==> config.mk <==
export PLATFORM = sky130hd
export DESIGN_NAME = return_addr_stack
export DESIGN_NICKNAME = d
export VERILOG_FILES = /design/src/rtl/ras_pkg.sv /design/src/rtl/ras_storage.sv /design/src/rtl/return_addr_stack.sv
export SDC_FILE = /design/constraint.sdc
export NUM_CORES = 1
export LEC_CHECK = 0
export CAP_MARGIN = 40
export CORE_MARGIN = 2
export CORE_UTILIZATION = 52
export CTS_CLUSTER_SIZE = 16
export DETAILED_ROUTE_END_ITERATION = 6
export PLACE_DENSITY = 0.83
export RECOVER_POWER = 100
export SETUP_SLACK_MARGIN = 0.2
export SYNTH_ARGS = -nofsm -noshare
export SYNTH_HDL_FRONTEND = slang
export SYNTH_SLANG_ARGS = --single-unit
==> constraint.sdc <==
create_clock -name clock -period 4.5 [get_ports clock]
set_clock_uncertainty 0.1 [all_clocks]
set_input_delay 0.9 -clock clock [delete_from_list [all_inputs] [get_ports clock]]
set_output_delay 0.9 -clock clock [all_outputs]
set_load 0.005 [all_outputs]
==> src/rtl/ras_pkg.sv <==
// Shared constants, occupancy-width helper and op codes for the return-address stack.
package ras_pkg;

  localparam int DEFAULT_DATA_W = 32;
  localparam int DEFAULT_DEPTH  = 8;

  // Occupancy runs 0..depth inclusive, so one extra code point is needed.
  function automatic int lvlWidth(input int depth);
    return $clog2(depth + 1);
  endfunction

  typedef enum logic [1:0] {
    OP_NONE = 2'b00,
    OP_POP  = 2'b01,
    OP_PUSH = 2'b10,
    OP_REPL = 2'b11
  } op_e;

endpackage

==> src/rtl/ras_storage.sv <==
// Return-address storage: DEPTH x DATA_W registers, one synchronous write port and
// one asynchronous read port. Contents are deliberately not reset.
module ras_storage
  import ras_pkg::*;
#(
  parameter  int DATA_W = DEFAULT_DATA_W,
  parameter  int DEPTH  = DEFAULT_DEPTH,
  localparam int ADDR_W = $clog2(DEPTH)
) (
  input  logic              clock,
  input  logic              wrEn,
  input  logic [ADDR_W-1:0] wrAddr,
  input  logic [DATA_W-1:0] wrData,
  input  logic [ADDR_W-1:0] rdAddr,
  output logic [DATA_W-1:0] rdData
);

  logic [DATA_W-1:0] mem [DEPTH];

  always_ff @(posedge clock) begin
    if (wrEn) begin
      mem[wrAddr] <= wrData;
    end
  end

  assign rdData = mem[rdAddr];

endmodule

==> src/rtl/return_addr_stack.sv <==
// Parametrised return-address stack with push/pop/replace, flush, sticky error flags
// and a registered pop result. Define RAS_WRAP_EN for circular overwrite-on-full mode.
module return_addr_stack
  import ras_pkg::*;
#(
  parameter  int DATA_W = DEFAULT_DATA_W,
  parameter  int DEPTH  = DEFAULT_DEPTH,
  localparam int LVL_W  = lvlWidth(DEPTH)
) (
  input  logic              clock,
  input  logic              reset,
  input  logic              push,
  input  logic              pop,
  input  logic              flush,
  input  logic              clear_err,
  input  logic [DATA_W-1:0] push_data,
  output logic [DATA_W-1:0] pop_data,
  output logic              pop_valid,
  output logic [DATA_W-1:0] top_data,
  output logic [LVL_W-1:0]  level,
  output logic              empty,
  output logic              full,
  output logic              overflow,
  output logic              underflow
);

  localparam int PTR_W = $clog2(DEPTH);
  localparam int SUM_W = LVL_W + 1;
  localparam logic [SUM_W-1:0] DEPTH_S = SUM_W'(DEPTH);
  localparam logic [LVL_W-1:0] DEPTH_L = LVL_W'(DEPTH);

  // a < DEPTH and b <= DEPTH, so a single conditional subtract is a full modulo.
  function automatic logic [PTR_W-1:0] modAdd(input logic [PTR_W-1:0] a,
                                               input logic [LVL_W-1:0] b);
    logic [SUM_W-1:0] sum;
    sum = SUM_W'(a) + SUM_W'(b);
    if (sum >= DEPTH_S) begin
      sum = sum - DEPTH_S;
    end
    return PTR_W'(sum);
  endfunction

  op_e               op;
  logic [LVL_W-1:0]  lvlQ;
  logic [PTR_W-1:0]  basePtr;
  logic [PTR_W-1:0]  topIdx;
  logic [PTR_W-1:0]  pushIdx;
  logic [LVL_W-1:0]  topOff;
  logic              isEmpty;
  logic              isFull;
  logic              wrEn;
  logic [PTR_W-1:0]  wrAddr;
  logic [DATA_W-1:0] rdData;
  logic [DATA_W-1:0] popDataQ;
  logic              popValidQ;
  logic              ovfQ;
  logic              udfQ;
  logic              pushErr;
  logic              popErr;
  logic              ovfNext;
  logic              udfNext;
  logic              pushAccept;

  assign op      = op_e'({push, pop});
  assign isEmpty = (lvlQ == '0);
  assign isFull  = (lvlQ == DEPTH_L);

`ifdef RAS_WRAP_EN
  logic [PTR_W-1:0] basePtrQ;
  assign basePtr    = basePtrQ;
  assign pushAccept = 1'b1;
`else
  assign basePtr    = '0;
  assign pushAccept = !isFull;
`endif

  assign topOff  = isEmpty ? '0 : lvlQ - LVL_W'(1);
  assign topIdx  = modAdd(basePtr, topOff);
  assign pushIdx = modAdd(basePtr, lvlQ);

  // A replace overwrites the current top; a push (or replace on empty) fills the next slot.
  always_comb begin
    wrEn   = 1'b0;
    wrAddr = pushIdx;
    if (reset && !flush) begin
      unique case (op)
        OP_PUSH: wrEn = pushAccept;
        OP_REPL: begin
          wrEn   = 1'b1;
          wrAddr = isEmpty ? pushIdx : topIdx;
        end
        default: wrEn = 1'b0;
      endcase
    end
  end

  ras_storage #(
    .DATA_W (DATA_W),
    .DEPTH  (DEPTH)
  ) uStorage (
    .clock  (clock),
    .wrEn   (wrEn),
    .wrAddr (wrAddr),
    .wrData (push_data),
    .rdAddr (topIdx),
    .rdData (rdData)
  );

  // A fresh error in the same cycle as clear_err keeps its flag set.
  assign pushErr = !flush && (op == OP_PUSH) && isFull;
  assign popErr  = !flush && pop && isEmpty;
  assign ovfNext = (ovfQ && !clear_err) || pushErr;
  assign udfNext = (udfQ && !clear_err) || popErr;

  always_ff @(posedge clock) begin
    if (!reset) begin
      lvlQ      <= '0;
      popDataQ  <= '0;
      popValidQ <= 1'b0;
      ovfQ      <= 1'b0;
      udfQ      <= 1'b0;
`ifdef RAS_WRAP_EN
      basePtrQ  <= '0;
`endif
    end else begin
      popValidQ <= 1'b0;
      ovfQ      <= ovfNext;
      udfQ      <= udfNext;
      if (flush) begin
        lvlQ <= '0;
      end else begin
        unique case (op)
          OP_POP: begin
            if (!isEmpty) begin
              popDataQ  <= rdData;
              popValidQ <= 1'b1;
              lvlQ      <= lvlQ - LVL_W'(1);
            end
          end
          OP_PUSH: begin
            if (!isFull) begin
              lvlQ <= lvlQ + LVL_W'(1);
            end
`ifdef RAS_WRAP_EN
            else begin
              basePtrQ <= modAdd(basePtrQ, LVL_W'(1));
            end
`endif
          end
          OP_REPL: begin
            if (isEmpty) begin
              lvlQ <= LVL_W'(1);
            end else begin
              popDataQ  <= rdData;
              popValidQ <= 1'b1;
            end
          end
          default: begin
          end
        endcase
      end
    end
  end

  assign pop_data  = popDataQ;
  assign pop_valid = popValidQ;
  assign top_data  = isEmpty ? '0 : rdData;
  assign level     = lvlQ;
  assign empty     = isEmpty;
  assign full      = isFull;
  assign overflow  = ovfQ;
  assign underflow = udfQ;

endmodule

==> impl_metrics.py, run 1 <==
metrics = {
    "status": {
        "status": "complete, but fails checks",
        "violations": "capacitance limit, slew limit",
    },
    "synthesis": {
        "synth_nets": 867,
        "netlist_instances": 825,
        "ys_types": 43,
        "ys_seq_area_share_pct": 69.2,
        "syn_area_mm2": 0.0122,
        "ys_ff_latch": 295,
        "synth_edf_count": 256,
        "synth_area_per_cell_um2": 14.8,
        "synth-async-reset-ratio_pct": 0,
        "ys.flop_type": "edfxtp_1",
        "yosysWarnings": 0,
    },
    "pwr": {
        "leakagePower_nw": 5.31,
        "power-per-cell-area_mw_per_mm2": 407,
        "ir_drop_v": 0.000293,
        "power_mw": 6.12,
    },
    "floorplan": {
        "start_util_pct": 52.6,
        "rows": 56,
        "die_area_mm2": 0.0248,
        "die_y_um": 157,
        "core-area_mm2": 0.0233,
        "num_io_pins": 111,
        "die_w_um": 157,
    },
    "route": {
        "antenna_left": 0,
        "vias_per_cell": 6.45,
        "drt_iter0_markers": 1062,
        "routed_wl_mm": 31.6,
        "vias": 8371,
        "wl_per_cell_um": 24.3,
        "route.detailed.drc": 0,
        "firstDrtPassIters": 5,
    },
    "setup_path": {
        "cp-start-kind": "flip-flop",
        "timing.rr.start": "level[0]$_SDFFE_PP0P_",
        "cp-end-kind": "output port",
        "worstPathRequired_ns": 3.50,
        "crit_path_max_fanout": 12,
        "worstPathArrival_ns": 3.30,
        "crit_type": "reg2out",
        "crit_start": "level[0]$_SDFFE_PP0P_",
    },
    "sta": {
        "finalSetupViolCount": 0,
        "max_freq_mhz": 232,
        "fin_tns_setup_ns": 0,
        "timing.final.crit_share_pct": 95.6,
        "finalMaxSlewViolations": 61,
        "rsz0062_at_grt": "no",
        "worst_pin_slew_ns": 1.74,
        "hold_ws_ns": 0.446,
        "min_period_ns": 4.30,
        "hold_viol_final": 0,
        "setup_slack_ns": 0.196,
        "max_slew_margin_pct": -16.1,
    },
    "layout": {
        "layout.nets": 998,
        "synthToLayoutAreaGrowth_pct": 22.8,
        "layout_commonest_cell": "edfxtp_1",
        "num-fill-cells": 1635,
        "final_util_pct": 64.6,
        "layout_common_cells": "edfxtp_1, nand3_1, dlygate4sd3_1",
        "stdcell_count": 1298,
        "drive_above_1_share_pct": 13.8,
        "final_area_mm2": 0.0150,
    },
    "global_route": {
        "groute.usage.overall_pct": 25.1,
        "grt_pass1_wl_mm": 46.8,
        "antenna_found_initial": 1,
        "grt_overflow": 0,
        "grt_max_degree": 65,
        "grt_pass1_vias": 8122,
    },
    "worst_hold_path": {
        "hold_start": "pop_data[19]$_SDFFE_PN0P_",
        "min_path_type": "reg2reg",
    },
    "run": {
        "drv_cap": 4,
    },
    "placed_design": {
        "port-buffer-count": 110,
        "dpl_cell_area_mm2": 0.0139,
        "gp_congestion": 0.813,
        "hpwl_mm": 18.5,
        "post-place-ws_ns": 0.452,
        "dp_cells": 1223,
    },
    "cts": {
        "clkTransAtPathRegs_ns": 0.06,
        "cts_sinks": 295,
        "cts-root-buf": "clkbuf_16",
        "clock_latency_ns": 0.53,
        "cts_buffers": 28,
        "htree_levels": 1,
        "cts_max_path_buffers": 3,
        "cts_tree": "yes",
    },
}
## kinds of logic after synthesis
group	after synthesis	synth area share (%)
flip-flops	295	69.2
adder cells (fa/ha/maj)	4	0.409
multiplexers	36	6.23
AO/OA/AOI/OAI	211	11.9
buffers and inverters	72	2.56
AND/OR/NAND/NOR	207	9.74
## state kept, by name, summed over array words and instances (netlist names)
signal	cells
pop_data	32
underflow	1
uStorage.mem	256
overflow	1
pop_valid	1
level	4
## where the power goes
part	switching (mW)	total (mW)	internal (mW)
combinational	0.342	0.705	0.363
sequential	0.0159	3.02	3.00
clock	0.954	2.39	1.44
## synthesized netlist by cell type, types with 5 or more instances
master	number	area, µm²
edfxtp_1	256	7690
nand3_1	101	505
a21oi_1	67	335
o21ai_0	66	330
clkbuf_1	41	154
dfxtp_1	39	781
and2_1	34	213
nand3b_1	33	248
a2111o_1	32	360
a32o_1	32	320
mux4_2	32	721
buf_2	13	65.1
nor3_1	10	50.1
buf_1	6	22.5
inv_1	6	22.5
nor2b_1	6	37.5
nand2_1	5	18.8
nand2b_1	5	31.3
nor2_1	5	18.8
## critical path, stage by stage, from the launching register on
cell	delay (ns)
dfxtp_4	0.38
inv_1	0.09
ha_1	0.22
nor3b_4	0.16
inv_1	0.19
ha_4	0.19
buf_12	0.13
buf_6	0.17
mux4_2	0.56
a32o_1	0.24
clkdlybuf4s50_1	0.45
## timing repair
| item | 4_1_cts | 5_1_grt |
|---|---|---|
| pin swaps | 1 | 1 |
| gates cloned | 1 | 2 |
| setup endpoints to repair | 32 | 32 |
| gates resized for setup | 12 | 8 |
| hold buffers | 0 | 0 |
| setup buffers | 4 | 15 |
## cell type report
class | count | area [µm²] | share of cell area (%)
inverters | 7 | 28.8 | 0.191
clock inverters | 14 | 170 | 1.13
well taps | 319 | 399 | 2.66
repair buffers | 166 | 1670 | 11.1
multi-input cells | 458 | 3510 | 23.4
flip-flops and latches | 295 | 8480 | 56.4
clock buffers | 38 | 779 | 5.19
diodes | 1 | 2.50 | 0.0166
## final timing paths
path                                                endpoint  slack [ns]  depth (start not counted)
worst min-delay path               pop_data[19]$_SDFFE_PN0P_        0.45                          2
worst max register to register  uStorage.mem[0][1]$_DFFE_PP_        0.34                         11
worst max-delay path                            top_data[27]        0.20                         10
worst min register to register     pop_data[19]$_SDFFE_PN0P_        0.45                          2
## layer usage
| layer | up-vias | GRT usage [%] | routed length [µm] |
|---|---|---|---|
| li1 | 3592 | - | - |
| met1 | 4134 | 33.4 | 11900 |
| met2 | 551 | 41.6 | 15600 |
| met3 | 94 | 4.35 | 3100 |
| met4 | 0 | 9.48 | 1030 |
| met5 | - | 0 | 0 |
No activity file was read; power rests on OpenSTA's default activity.
==> inputs of run 2 (changes only) <==
CAP_MARGIN = unset   (was 40)
SYNTH_HIERARCHICAL = 1   (was unset)
==> run 2 against run 1 <==
The flow still finishes with violations (capacitance limit, slew limit); count of clock-buffer cells in the layout down 1; clock power grew 5%; routed wire length is 10% lower; global-route usage is 1.6 points lower; sequential power about the same; critical path type unchanged.
==> impl_metrics.py, run 2 <==
metrics = {
    "synthesis": {
        "synth_edf_count": 256,
        "synth_mux_area_share_pct": 16.3,
        "yosysWarnings": 6,
        "syn_area_mm2": 0.0120,
        "synth_top_cell_by_area": "edfxtp_1",
        "synthAdderAreaFrac_pct": 0.312,
        "synth_common_cells": "edfxtp_1, nand2_1, mux4_1",
        "synth-async-reset-ratio_pct": 0,
        "synth_compound_area_share_pct": 4.15,
        "synth_area_per_cell_um2": 18.8,
        "yosys.area_share.xor_xnor_pct": 0.218,
        "ys_types": 45,
        "ys.flop_type": "edfxtp_1",
        "yosysMostFrequentCell": "edfxtp_1",
        "netlist.area_leader.share_pct": 63.9,
        "synth_simple_gate_area_share_pct": 6.28,
        "ys_ff_latch": 295,
        "synth_nets": 682,
        "synth_top_family_by_area": "multiplexers",
        "yosys-top-cells-area": "edfxtp_1, mux4_1, dfxtp_1",
        "ys_seq_area_share_pct": 70.4,
        "netlist_instances": 641,
    },
    "pwr": {
        "power_frac_comb_pct": 13.1,
        "power-per-cell-area_mw_per_mm2": 431,
        "p_int_mw": 4.94,
        "p_sw_share_pct": 22.3,
        "seqPwrFrac_pct": 47.5,
        "ir_drop_v": 0.000364,
        "p_sw_mw": 1.42,
        "power.share.clock_pct": 39.4,
        "leakagePower_nw": 5.09,
    },
    "global_route": {
        "grt_pass1_vias": 6854,
        "groute.usage.overall_pct": 23.5,
        "antenna_found_initial": 2,
        "grt_pass1_wl_mm": 41.9,
        "grt_overflow": 0,
        "grt_max_degree": 40,
    },
    "route": {
        "routed_wl_mm": 28.3,
        "drt_iter0_markers": 706,
        "firstDrtPassIters": 5,
        "vias": 6700,
        "wl_per_cell_um": 25.5,
        "antenna_left": 0,
        "route.detailed.drc": 0,
        "vias_per_cell": 6.03,
    },
    "layout": {
        "final_area_mm2": 0.0148,
        "synthToLayoutAreaGrowth_pct": 22.6,
        "largest_reg_flops": 256,
        "multi_input_area_mm2": 0.00329,
        "layout_commonest_cell": "edfxtp_1",
        "drive_above_1_share_pct": 23.5,
        "num-fill-cells": 1501,
        "regArea_mm2": 0.00847,
        "regMostFlops": "uStorage/mem",
        "layout.nets": 843,
        "layout_common_cells": "edfxtp_1, dlygate4sd3_1, nand2_1",
    },
    "floorplan": {
        "rows": 55,
        "die_w_um": 156,
        "core-area_mm2": 0.0227,
        "die_y_um": 156,
        "start_util_pct": 53.0,
        "die_area_mm2": 0.0244,
        "num_io_pins": 111,
    },
    "setup_path": {
        "worstPathArrival_ns": 3.34,
        "worstPathRequired_ns": 3.50,
        "max_stage_delay_ns": 0.57,
        "cp-end-kind": "output port",
        "crit_path_max_fanout": 11,
        "crit_type": "reg2out",
        "cp-start-kind": "flip-flop",
        "cp_slowest_cell": "mux4_1",
        "cpMostUsedCell": "ha_4",
        "crit_chain": "inv_1, ha_4, nor2b_4, nand2b_4, ha_4, buf_12, mux4_1, mux2_2, nor2b_1, clkdlybuf4s50_1",
    },
    "sta": {
        "min_period_ns": 4.34,
        "timing.final.crit_share_pct": 96.5,
        "finalMaxSlewViolations": 69,
        "hold_viol_final": 0,
        "worst_pin_slew_ns": 1.90,
        "max_slew_margin_pct": -26.4,
        "rsz0062_at_grt": "yes",
        "max_freq_mhz": 230,
        "finalSetupViolCount": 0,
        "fin_tns_setup_ns": 0,
    },
    "placed_design": {
        "port-buffer-count": 110,
        "gp_congestion": 0.849,
        "hpwl_mm": 15.0,
        "dpl_cell_area_mm2": 0.0136,
    },
    "cts": {
        "cts_sinks": 295,
        "htree_levels": 1,
        "clock_latency_ns": 0.55,
        "cts_tree": "yes",
        "cts_buffers": 30,
        "hold_buffers": 0,
        "cts_max_path_buffers": 3,
        "clkTransAtPathRegs_ns": 0.06,
        "cts-root-buf": "clkbuf_16",
    },
    "status": {
        "violations": "capacitance limit, slew limit",
        "status": "complete, but fails checks",
    },
    "run": {
        "drv_cap": 2,
    },
    "worst_hold_path": {
        "min_path_type": "reg2reg",
    },
}
## run 2: area by class of cell
class	count	share of cell area, %
Antenna cell	1	0.0170
Sequential cell	295	57.4
Inverter	7	0.195
Timing Repair Buffer	166	10.9
Multi-Input combinational cell	302	22.3
Clock inverter	18	1.33
Clock buffer	37	5.41
Tap cell	285	2.42
## run 2: timing repair
action | 4_1_cts | 5_1_grt
pin swaps | 0 | 1
cloned | 2 | 1
setup buffers | 15 | 10
setup endpoints to repair | 32 | 29
resized for setup | 28 | 25
## run 2: worst max-delay path: cells and delay by family, from the launching register on
| kind | cells | cell delay, ns |
|---|---|---|
| buffers and inverters | 3 | 0.76 |
| flip-flops | 1 | 0.35 |
| adder cells (fa/ha/maj) | 2 | 0.42 |
| multiplexers | 2 | 0.87 |
| AND/OR/NAND/NOR | 3 | 0.39 |
## run 2: layer usage
layer	GRT usage, %	vias up	share of wire (%)
met1	31.2	3405	39
met4	8.26	2	2.6
met5	0	-	0.046
met2	39.3	363	50
li1	-	2863	-
met3	4.44	67	7.9
## run 2: logic make-up (layout without fill, tap and decap cells)
logic type | Yosys count | count (layout)
compound gates | 55 | 55
xor+xnor | 3 | 3
fa+ha+maj | 3 | 3
buf+inv | 44 | 228
flops | 295 | 295
mux | 97 | 97
other cells | 0 | 1
simple gates | 144 | 144
## run 2: worst paths after layout
kind                             startpoint                        end  slack (ns)  cells after the start
hold reg to reg   pop_data[18]$_SDFFE_PN0P_  pop_data[18]$_SDFFE_PN0P_        0.37                      2
setup reg to reg      level[1]$_SDFFE_PP0P_  pop_data[15]$_SDFFE_PN0P_        0.29                     10
setup / recovery      level[1]$_SDFFE_PP0P_               top_data[23]        0.16                     10
hold / removal    pop_data[18]$_SDFFE_PN0P_  pop_data[18]$_SDFFE_PN0P_        0.37                      2
## run 2: power groups by stage
stage	logic, mW	registers, mW	clock network [mW]
after floorplan	0.446	3.08	0
after CTS	0.810	3.02	2.53
final	0.832	3.02	2.50
after detailed placement	0.735	3.08	0
after global routing	0.880	3.02	2.64
after global placement	0.713	3.07	0
## run 2: per-stage QoR
step	total power [mW]	util (%)	worst slack (ns)	hold WS, ns	instances
final	6.35	65.0	0.159	0.370	1111
after detailed placement	3.81	59.8	0.208	0.352	1027
after floorplan	3.52	-	0.361	0.358	641
after global routing	6.54	65.0	0.0780	0.384	1111
after CTS	6.35	65.1	0.145	0.363	1099
after global placement	3.79	59.8	0.371	0.345	1027
==> inputs of run 3 (changes only) <==
CORE_UTILIZATION = 50   (was 52)
PLACE_DENSITY = 0.81   (was 0.83)
==> run 3 against run 2 <==
The run still ends with capacitance limit, slew limit left; critical path depth up 2; setup slack gained 0.024 ns; cell area is 0.64% lower; register-to-register slack improved by 0.17 ns; count of clock-buffer cells in the layout decreased by 3; combinational power rose by 2%.
==> impl_metrics.py, run 3 (synthesis results as in run 2) <==
metrics = {
    "layout": {
        "stdcell_count": 1142,
        "num-fill-cells": 1656,
        "layout.nets": 839,
        "layout_common_cells": "edfxtp_1, dlygate4sd3_1, nand2_1",
        "largest_reg_flops": 256,
        "regArea_mm2": 0.00847,
        "synthToLayoutAreaGrowth_pct": 21.8,
        "multi_input_area_mm2": 0.00323,
        "final_area_mm2": 0.0147,
        "final_util_pct": 62.3,
        "drive_above_1_share_pct": 21.6,
        "regMostFlops": "uStorage/mem",
        "layout_commonest_cell": "edfxtp_1",
    },
    "floorplan": {
        "rows": 56,
        "core-area_mm2": 0.0235,
        "die_w_um": 159,
        "die_area_mm2": 0.0253,
        "num_io_pins": 111,
        "die_y_um": 159,
        "start_util_pct": 51.1,
    },
    "sta": {
        "fin_tns_setup_ns": 0,
        "timing.final.crit_share_pct": 95.9,
        "setup_slack_ns": 0.183,
        "hold_ws_ns": 0.365,
        "rsz0062_at_grt": "no",
        "max_freq_mhz": 232,
        "hold_viol_final": 0,
        "worst_pin_slew_ns": 1.82,
        "finalMaxSlewViolations": 33,
        "finalSetupViolCount": 0,
        "min_period_ns": 4.32,
        "max_slew_margin_pct": -21.4,
    },
    "global_route": {
        "antenna_found_initial": 4,
        "grt_max_degree": 40,
        "groute.usage.overall_pct": 22.5,
        "grt_overflow": 0,
        "grt_pass1_wl_mm": 42.3,
        "grt_pass1_vias": 6977,
    },
    "setup_path": {
        "r2r_slack_ns": 0.46,
        "worstPathArrival_ns": 3.32,
        "worstPathRequired_ns": 3.50,
        "crit_chain": "inv_1, ha_1, nor2b_4, nand2b_4, ha_4, buf_4, buf_12, buf_16, mux4_1, mux2_2, nor2b_1, dlygate4sd2_1",
        "crit_type": "reg2out",
        "cp_top_family": "multiplexers",
        "max_stage_delay_ns": 0.61,
        "cp-end-kind": "output port",
        "cp_slowest_cell": "mux4_1",
        "path_buf_inv": 5,
        "cp-start-kind": "flip-flop",
        "crit_path_max_fanout": 8,
    },
    "route": {
        "routed_wl_mm": 28.2,
        "vias": 6585,
        "vias_per_cell": 5.77,
        "drt_iter0_markers": 679,
        "route.detailed.drc": 0,
        "wl_per_cell_um": 24.7,
        "firstDrtPassIters": 5,
        "antenna_left": 0,
    },
    "worst_hold_path": {
        "min_path_type": "reg2reg",
    },
    "cts": {
        "htree_levels": 1,
        "cts_sinks": 295,
        "cts_tree": "yes",
        "clkTransAtPathRegs_ns": 0.06,
        "cts-root-buf": "clkbuf_16",
        "clock_latency_ns": 0.54,
        "cts_buffers": 28,
        "cts_max_path_buffers": 3,
    },
    "placed_design": {
        "post-place-ws_ns": 0.270,
        "hpwl_mm": 14.4,
        "gp_congestion": 0.819,
        "port-buffer-count": 110,
        "dpl_cell_area_mm2": 0.0136,
        "dp_cells": 1055,
    },
    "pwr": {
        "power-per-cell-area_mw_per_mm2": 410,
        "power_frac_comb_pct": 14.1,
        "power_mw": 6.01,
        "p_sw_mw": 1.38,
        "leakagePower_nw": 5.00,
        "ir_drop_v": 0.000236,
        "p_int_mw": 4.64,
        "seqPwrFrac_pct": 50.2,
        "power.share.clock_pct": 35.7,
        "p_sw_share_pct": 22.9,
    },
    "status": {
        "violations": "capacitance limit, slew limit",
        "status": "complete, but fails checks",
    },
    "run": {
        "drv_cap": 1,
    },
}
==> run 3: repair_timing <==
action,CTS,global route
resized for setup,43,22
setup endpoints to repair,32,28
buffers inserted,22,3
pin swaps,3,0
hold buffers,0,0
cloned,7,0
endpoints found under the hold margin,0,0
==> run 3: final timing paths <==
path                       startpoint                             to  cells after the start
max             level[1]$_SDFFE_PP0P_                   top_data[23]                     12
min          pop_data[2]$_SDFFE_PN0P_       pop_data[2]$_SDFFE_PN0P_                      2
max reg2reg     level[1]$_SDFFE_PP0P_  uStorage/mem[2][21]$_DFFE_PP_                     13
min reg2reg  pop_data[2]$_SDFFE_PN0P_       pop_data[2]$_SDFFE_PN0P_                      2
==> run 3: final cells by class <==
class | count | share of cell area (%)
flip-flops and latches | 295 | 57.8
clock inverters | 18 | 0.683
repair buffers | 163 | 11.4
well taps | 319 | 2.72
inverters | 7 | 0.205
multi-input cells | 303 | 22.0
clock buffers | 34 | 5.08
diodes | 3 | 0.0512
==> run 3: worst register-to-register path, stage by stage (launching register included) <==
cell and delay (ns):
dfxtp_4 0.34, inv_1 0.09, ha_1 0.17, nor2b_4 0.19, nand2b_4 0.07, clkbuf_1 0.12, clkinvlp_2 0.12, buf_4 0.48
o21ai_0 0.19, o31ai_1 0.13, clkbuf_1 0.24, nand2b_1 0.13, nor2_1 0.42, clkbuf_2 0.86
==> run 3: power by group through the flow <==
stage	clock network, mW	logic, mW	registers (mW)
final	2.15	0.847	3.02
after global routing	2.30	0.897	3.02
after CTS	2.18	0.866	3.02
after detailed placement	0	0.722	3.08
after global placement	0	0.703	3.07
after floorplan	0	0.446	3.08
==> run 3: routing by layer <==
layer	vias up	global-route usage, %	part of all wire (%)
li1	2855	-	-
met1	3323	27.8	38
met2	342	38.5	51
met3	63	4.06	7.1
met4	2	10.8	3.6
met5	-	0	0.046
